## src/rtl/boolean_sweep_ctrl_if.sv

```systemverilog
// rtl/boolean_sweep_ctrl_if.sv - control, stimulus and result bundle for the boolean sweep sequencer
interface boolean_sweep_ctrl_if #(
  parameter int N_IN = 3
);
  logic                   start;
  logic [(1<<N_IN)-1:0]   expected;
  logic                   dut_y;
  logic [N_IN-1:0]        vec_out;
  logic                   busy;
  logic                   done;
  logic [(1<<N_IN)-1:0]   truth;
  logic                   pass;
  logic [N_IN:0]          mismatch_cnt;
  logic [N_IN-1:0]        first_bad;
  logic                   first_bad_vld;

  // Sequencer side: consumes start/expected and the unit output, drives vectors and results
  modport master (
    input  start, expected, dut_y,
    output vec_out, busy, done, truth, pass, mismatch_cnt, first_bad, first_bad_vld
  );

  // Host/unit side: mirror of the sequencer view
  modport slave (
    output start, expected, dut_y,
    input  vec_out, busy, done, truth, pass, mismatch_cnt, first_bad, first_bad_vld
  );
endinterface

```

## src/rtl/boolean_sweep_ctrl.sv

```systemverilog
// rtl/boolean_sweep_ctrl.sv - exhaustive truth-table sweep and self-check of an N-input boolean unit
module boolean_sweep_ctrl #(
  parameter int N_IN   = 3,
  parameter int SETTLE = 1
) (
  input  logic                 clk,
  input  logic                 rst,
  boolean_sweep_ctrl_if.master bus
);

  localparam int W  = 1 << N_IN;
  localparam int CW = (SETTLE > 1) ? $clog2(SETTLE) : 1;

  localparam logic [N_IN-1:0] LAST_VEC    = {N_IN{1'b1}};
  localparam logic [N_IN-1:0] VEC_ONE     = N_IN'(1);
  localparam logic [N_IN:0]   MIS_ONE     = (N_IN+1)'(1);
  localparam logic [CW-1:0]   CNT_ONE     = CW'(1);
  localparam logic [CW-1:0]   SETTLE_LAST = CW'(SETTLE - 1);

  typedef enum logic [1:0] {
    S_IDLE,
    S_WAIT,
    S_SAMPLE,
    S_DONE
  } state_t;

  state_t          state;
  state_t          state_nxt;
  logic [CW-1:0]   cnt;
  logic [W-1:0]    exp_q;
  logic [W-1:0]    truth_upd;
  logic            last_vec;
  logic            settle_done;
  logic            bit_bad;

  // State register
  always_ff @(posedge clk) begin
    if (rst) begin
      state <= S_IDLE;
    end else begin
      state <= state_nxt;
    end
  end

  // Next-state decode plus the sample-time view of the truth table and compare
  always_comb begin
    state_nxt   = state;
    last_vec    = (bus.vec_out == LAST_VEC);
    settle_done = (cnt == SETTLE_LAST);
    bit_bad     = (bus.dut_y != exp_q[bus.vec_out]);
    truth_upd   = bus.truth;
    truth_upd[bus.vec_out] = bus.dut_y;
    case (state)
      S_IDLE:   if (bus.start) state_nxt = S_WAIT;
      S_WAIT:   if (settle_done) state_nxt = S_SAMPLE;
      S_SAMPLE: state_nxt = last_vec ? S_DONE : S_WAIT;
      S_DONE:   state_nxt = S_IDLE;
      default:  state_nxt = S_IDLE;
    endcase
  end

  // Vector walk, settle counter, capture and result registers
  always_ff @(posedge clk) begin
    if (rst) begin
      bus.vec_out       <= '0;
      bus.busy          <= 1'b0;
      bus.done          <= 1'b0;
      bus.truth         <= '0;
      bus.pass          <= 1'b0;
      bus.mismatch_cnt  <= '0;
      bus.first_bad     <= '0;
      bus.first_bad_vld <= 1'b0;
      cnt               <= '0;
      exp_q             <= '0;
    end else begin
      case (state)
        S_IDLE: begin
          if (bus.start) begin
            exp_q             <= bus.expected;
            bus.truth         <= '0;
            bus.mismatch_cnt  <= '0;
            bus.first_bad     <= '0;
            bus.first_bad_vld <= 1'b0;
            bus.pass          <= 1'b0;
            bus.vec_out       <= '0;
            bus.busy          <= 1'b1;
            cnt               <= '0;
          end
        end
        S_WAIT: begin
          cnt <= cnt + CNT_ONE;
        end
        S_SAMPLE: begin
          bus.truth <= truth_upd;
          if (bit_bad) begin
            bus.mismatch_cnt <= bus.mismatch_cnt + MIS_ONE;
            if (!bus.first_bad_vld) begin
              bus.first_bad     <= bus.vec_out;
              bus.first_bad_vld <= 1'b1;
            end
          end
          if (last_vec) begin
            bus.busy <= 1'b0;
            bus.done <= 1'b1;
            bus.pass <= (truth_upd == exp_q);
          end else begin
            bus.vec_out <= bus.vec_out + VEC_ONE;
            cnt         <= '0;
          end
        end
        S_DONE: begin
          bus.done <= 1'b0;
        end
        default: begin
        end
      endcase
    end
  end

endmodule

```

## src/flat_wrapper.sv

```systemverilog
// flat-port wrapper written by rule: the top's interface ports become plain ports
module boolean_sweep_ctrl_flat 
#(
  parameter int N_IN   = 3,
  parameter int SETTLE = 1
)
  (clk, rst, bus_start, bus_expected, bus_dut_y, bus_vec_out, bus_busy, bus_done, bus_truth, bus_pass, bus_mismatch_cnt, bus_first_bad, bus_first_bad_vld);
  boolean_sweep_ctrl_if #(.N_IN(N_IN)) bus_i ();
  input  logic clk;
  input  logic rst;
  input wire logic [$bits(bus_i.start)-1:0] bus_start;
  input wire logic [$bits(bus_i.expected)-1:0] bus_expected;
  input wire logic [$bits(bus_i.dut_y)-1:0] bus_dut_y;
  output wire logic [$bits(bus_i.vec_out)-1:0] bus_vec_out;
  output wire logic [$bits(bus_i.busy)-1:0] bus_busy;
  output wire logic [$bits(bus_i.done)-1:0] bus_done;
  output wire logic [$bits(bus_i.truth)-1:0] bus_truth;
  output wire logic [$bits(bus_i.pass)-1:0] bus_pass;
  output wire logic [$bits(bus_i.mismatch_cnt)-1:0] bus_mismatch_cnt;
  output wire logic [$bits(bus_i.first_bad)-1:0] bus_first_bad;
  output wire logic [$bits(bus_i.first_bad_vld)-1:0] bus_first_bad_vld;
  assign bus_i.start = bus_start;
  assign bus_i.expected = bus_expected;
  assign bus_i.dut_y = bus_dut_y;
  assign bus_vec_out = bus_i.vec_out;
  assign bus_busy = bus_i.busy;
  assign bus_done = bus_i.done;
  assign bus_truth = bus_i.truth;
  assign bus_pass = bus_i.pass;
  assign bus_mismatch_cnt = bus_i.mismatch_cnt;
  assign bus_first_bad = bus_i.first_bad;
  assign bus_first_bad_vld = bus_i.first_bad_vld;
  boolean_sweep_ctrl #(.N_IN(N_IN), .SETTLE(SETTLE)) u_core (.clk(clk), .rst(rst), .bus(bus_i));
endmodule
```

## config.mk

```make
export PLATFORM = sky130hd
export DESIGN_NAME = boolean_sweep_ctrl_flat
export DESIGN_NICKNAME = d
export VERILOG_FILES = /design/src/rtl/boolean_sweep_ctrl_if.sv /design/src/rtl/boolean_sweep_ctrl.sv /design/src/flat_wrapper.sv
export SDC_FILE = /design/constraint.sdc
export NUM_CORES = 1
export LEC_CHECK = 0
export CAP_MARGIN = 25
export CORE_MARGIN = 4
export CORE_UTILIZATION = 35
export DETAILED_ROUTE_END_ITERATION = 8
export HOLD_SLACK_MARGIN = 0.03
export SLEW_MARGIN = 20
export SYNTH_ARGS = -nofsm -noshare
export SYNTH_HDL_FRONTEND = slang
export SYNTH_SLANG_ARGS = --single-unit
```

## constraint.sdc

```tcl
create_clock -name clk -period 1.8 [get_ports clk]
set_clock_uncertainty 0.2 [all_clocks]
set_input_delay 0.45 -clock clk [delete_from_list [all_inputs] [get_ports clk]]
set_output_delay 0.45 -clock clk [all_outputs]
set_load 0.05 [all_outputs]
```

==> flow_metrics.py <==
metrics = {
    "finish": {
        "mostFrequentLayoutCell": "buf_4",
        "finalNetCount": 288,
        "final_area_um2": 2844,
        "fin_util": 0.5982,
        "area_growth_pct": 64.00,
        "final_cell_mix": "buf_4, dfxtp_1, nand2_1, buf_12, nor2_1",
        "fill_cells": 440,
        "drive_gt1_frac": 0.3686,
        "antenna_cells": 0,
    },
    "grt": {
        "grtUsageTotal": 0.1541,
        "grt_pass1_wl_um": 7369,
        "grt_max_degree": 34,
        "grt_overflow": 0,
        "grt_pass1_vias": 1618,
        "antenna_found_initial": 0,
    },
    "logic_synthesis": {
        "seq_area_frac_synth": 0.3810,
        "yosysWarnings": 0,
        "postSynthAreaPerCell_um2": 8.543,
        "synthDistinctLibCells": 44,
        "synthTopCellsByArea": "dfxtp_1, mux2i_1, nand2_1",
        "syn-cell-area_um2": 1734,
        "synth_edf_count": 0,
        "async_reset_ff_frac": 0,
        "ys_seq_elements": 33,
        "synth_top_area_cell": "dfxtp_1",
        "yosysTopAreaCellShare": 0.3810,
        "syn_nets": 218,
        "synth_flop_cell": "dfxtp_1",
        "synthCells": 203,
    },
    "cts": {
        "numCtsBuffers": 5,
        "clk_pin_slew_ns": 0.07,
        "cts_tree": "built",
        "htreeDepth": 2,
        "cts-root-buf": "clkbuf_8",
        "cts_buffer_depth": 2,
        "cts.sinks": 33,
        "worstSkewPairLatency_ns": 0.29,
    },
    "placed_design": {
        "gp_congestion": 0.7931,
        "preCtsSetupSlack_ns": -0.5721,
        "dp_hpwl_um": 3409,
        "io_buffers": 33,
        "placed_area_um2": 2635,
    },
    "sta": {
        "fmax_mhz": 509.3,
        "fin_ws_ns": -0.1634,
        "fin_crit_ns": 1.963,
        "hold_viol": 0,
        "tightest_slew_ns": 0.3498,
        "final_max_slew_viol_count": 0,
        "rsz0062_at_grt": "true",
        "setup_viol": 9,
        "finalHoldWorstSlack_ns": 0.3436,
        "slew_headroom": 0.7650,
        "fin_crit_sh": 1.091,
    },
    "die": {
        "start_util": 0.3647,
        "core_area_um2": 4755,
        "die_area_um2": 6145,
        "io_pins": 34,
        "num_rows": 25,
        "fp.dieH_um": 78.39,
        "die_x_um": 78.39,
    },
    "setup_path": {
        "worst_setup_path_end_kind": "register",
        "cp_data_arrival_time_ns": 1.97,
        "r2r_start": "u_core.bus.vec_out[0]",
        "reg2reg_depth": 5,
        "path_max_fanout": 6,
        "r2r_slack_ns": -0.16,
        "required_ns": 1.80,
        "r2r-end": "u_core.bus.mismatch_cnt[0]",
        "worstSetupStartpointType": "register",
        "critPathKind": "reg -> reg",
    },
    "detailed_routing": {
        "drc": 0,
        "avgRoutedWirePerCell_um": 13.57,
        "dr_total_vias": 1689,
        "routed_via_density": 4.953,
        "drt_wl_total_um": 4627,
        "drtAntennaViolNets": 0,
        "drtPass1Iterations": 4,
        "drtIter0Drc": 98,
    },
    "hold_path": {
        "worstHoldPathType": "reg -> reg",
        "hold_end": "u_core.bus.busy",
        "hp-start": "u_core.bus.busy",
        "hold_depth": 2,
    },
    "flow_run": {
        "maxCapViolations": 0,
    },
    "power_and_ir_drop": {
        "finalPower_mw": 1.783,
        "peakVddDrop_mv": 0.2973,
        "powerDensity_nw_per_um2": 627.1,
        "power.leakage_nw": 1.109,
    },
    "outcome": {
        "outcome": "finished, violations left",
        "violations": "setup timing",
    },
}
## repair_timing
action / in CTS / in global routing
resized for setup: 8 / 14
endpoints found under the setup margin: 26 / 14
gates cloned: 0 / 0
hold buffers: 0 / 0
pin swaps: 3 / 9
buffers inserted: 1 / 2
## state kept, by name, indices dropped and copies added, names as in the netlist
name,count
u_core.bus.pass,1
u_core.bus.mismatch_cnt,4
u_core.bus.truth,8
u_core.bus.first_bad_vld,1
u_core.state,2
u_core.bus.vec_out,3
u_core.exp_q,8
u_core.bus.first_bad,3
u_core.bus.busy,1
u_core.cnt,1
u_core.bus.done,1
## routing by layer
layer / share of wire / vias up / GRT usage
li1: - / 868 / -
met1: 0.47 / 768 / 0.1855
met2: 0.47 / 42 / 0.2560
met3: 0.041 / 11 / 0.03899
met4: 0.023 / 0 / 0.07343
met5: 0 / - / 0
## logic make-up (layout without fill, tap and decap cells)
group,Yosys count,count (layout),synth area share
muxes,12,12,0.07287
adders and majority gates,3,3,0.02165
DFF,33,33,0.3810
buffers and inverters,15,86,0.03968
xor gates and xnor gates,10,10,0.05050
AOI/OAI and AO/OA,54,54,0.2078
and+or+nand+nor,76,76,0.2266
## critical path: stages (launching register included)
cell	delay (ns)
dfxtp_4	0.40
mux2_4	0.32
a2bb2oi_4	0.16
and3b_4	0.22
or3_4	0.34
a311oi_2	0.23
## cell usage after synthesis, types with 2 or more instances
cell and instances:
nor3b_1 3, mux2i_1 10, or3b_2 2, and3b_1 2, and3_1 3, buf_2 4, xor2_1 5, nand2_1 24
xnor2_1 5, o21ai_0 11, clkbuf_1 8, a32o_1 3, a21oi_1 15, o31ai_1 3, a22oi_1 11, nand4_1 4
nor2_1 20, a211oi_1 3, nor2b_1 5, nor3_1 4, ha_1 3, dfxtp_1 33
## stage by stage
step,setup TNS (ns),instances
finish,-0.6790,341
global route,-1.258,341
CTS,-0.7757,339
detailed placement,-10.63,330
global placement,-10.28,330
floorplan,-1.297,203
## area by class of cell
cell class / count / area, um2 / share of cell area
Inverter: 1 / 3.754 / 0.001320
Multi-Input combinational cell: 155 / 1087 / 0.3823
Tap cell: 67 / 83.83 / 0.02948
Timing Repair Buffer: 77 / 885.9 / 0.3115
Sequential cell: 33 / 671.9 / 0.2363
Clock buffer: 8 / 111.4 / 0.03916
## worst max-delay path by stage
stage	start	endpoint	slack (ns)	depth (start not counted)
floorplan	u_core.bus.vec_out[0]	u_core.bus.mismatch_cnt[0]	-0.24	6
global placement	bus_start	u_core.bus.truth[6]	-0.52	6
detailed placement	bus_start	u_core.bus.truth[0]	-0.57	6
CTS	u_core.bus.vec_out[0]	u_core.bus.first_bad[1]	-0.13	5
global route	u_core.bus.vec_out[0]	u_core.bus.mismatch_cnt[0]	-0.20	6
finish	u_core.bus.vec_out[0]	u_core.bus.mismatch_cnt[0]	-0.16	5
## report_power, final
group,switching (mW),total [mW],internal (mW)
sequential,0.0221,0.772,0.750
combinational,0.164,0.335,0.171
clock,0.281,0.677,0.396
Note: power is estimated with default switching activity, not from simulation.
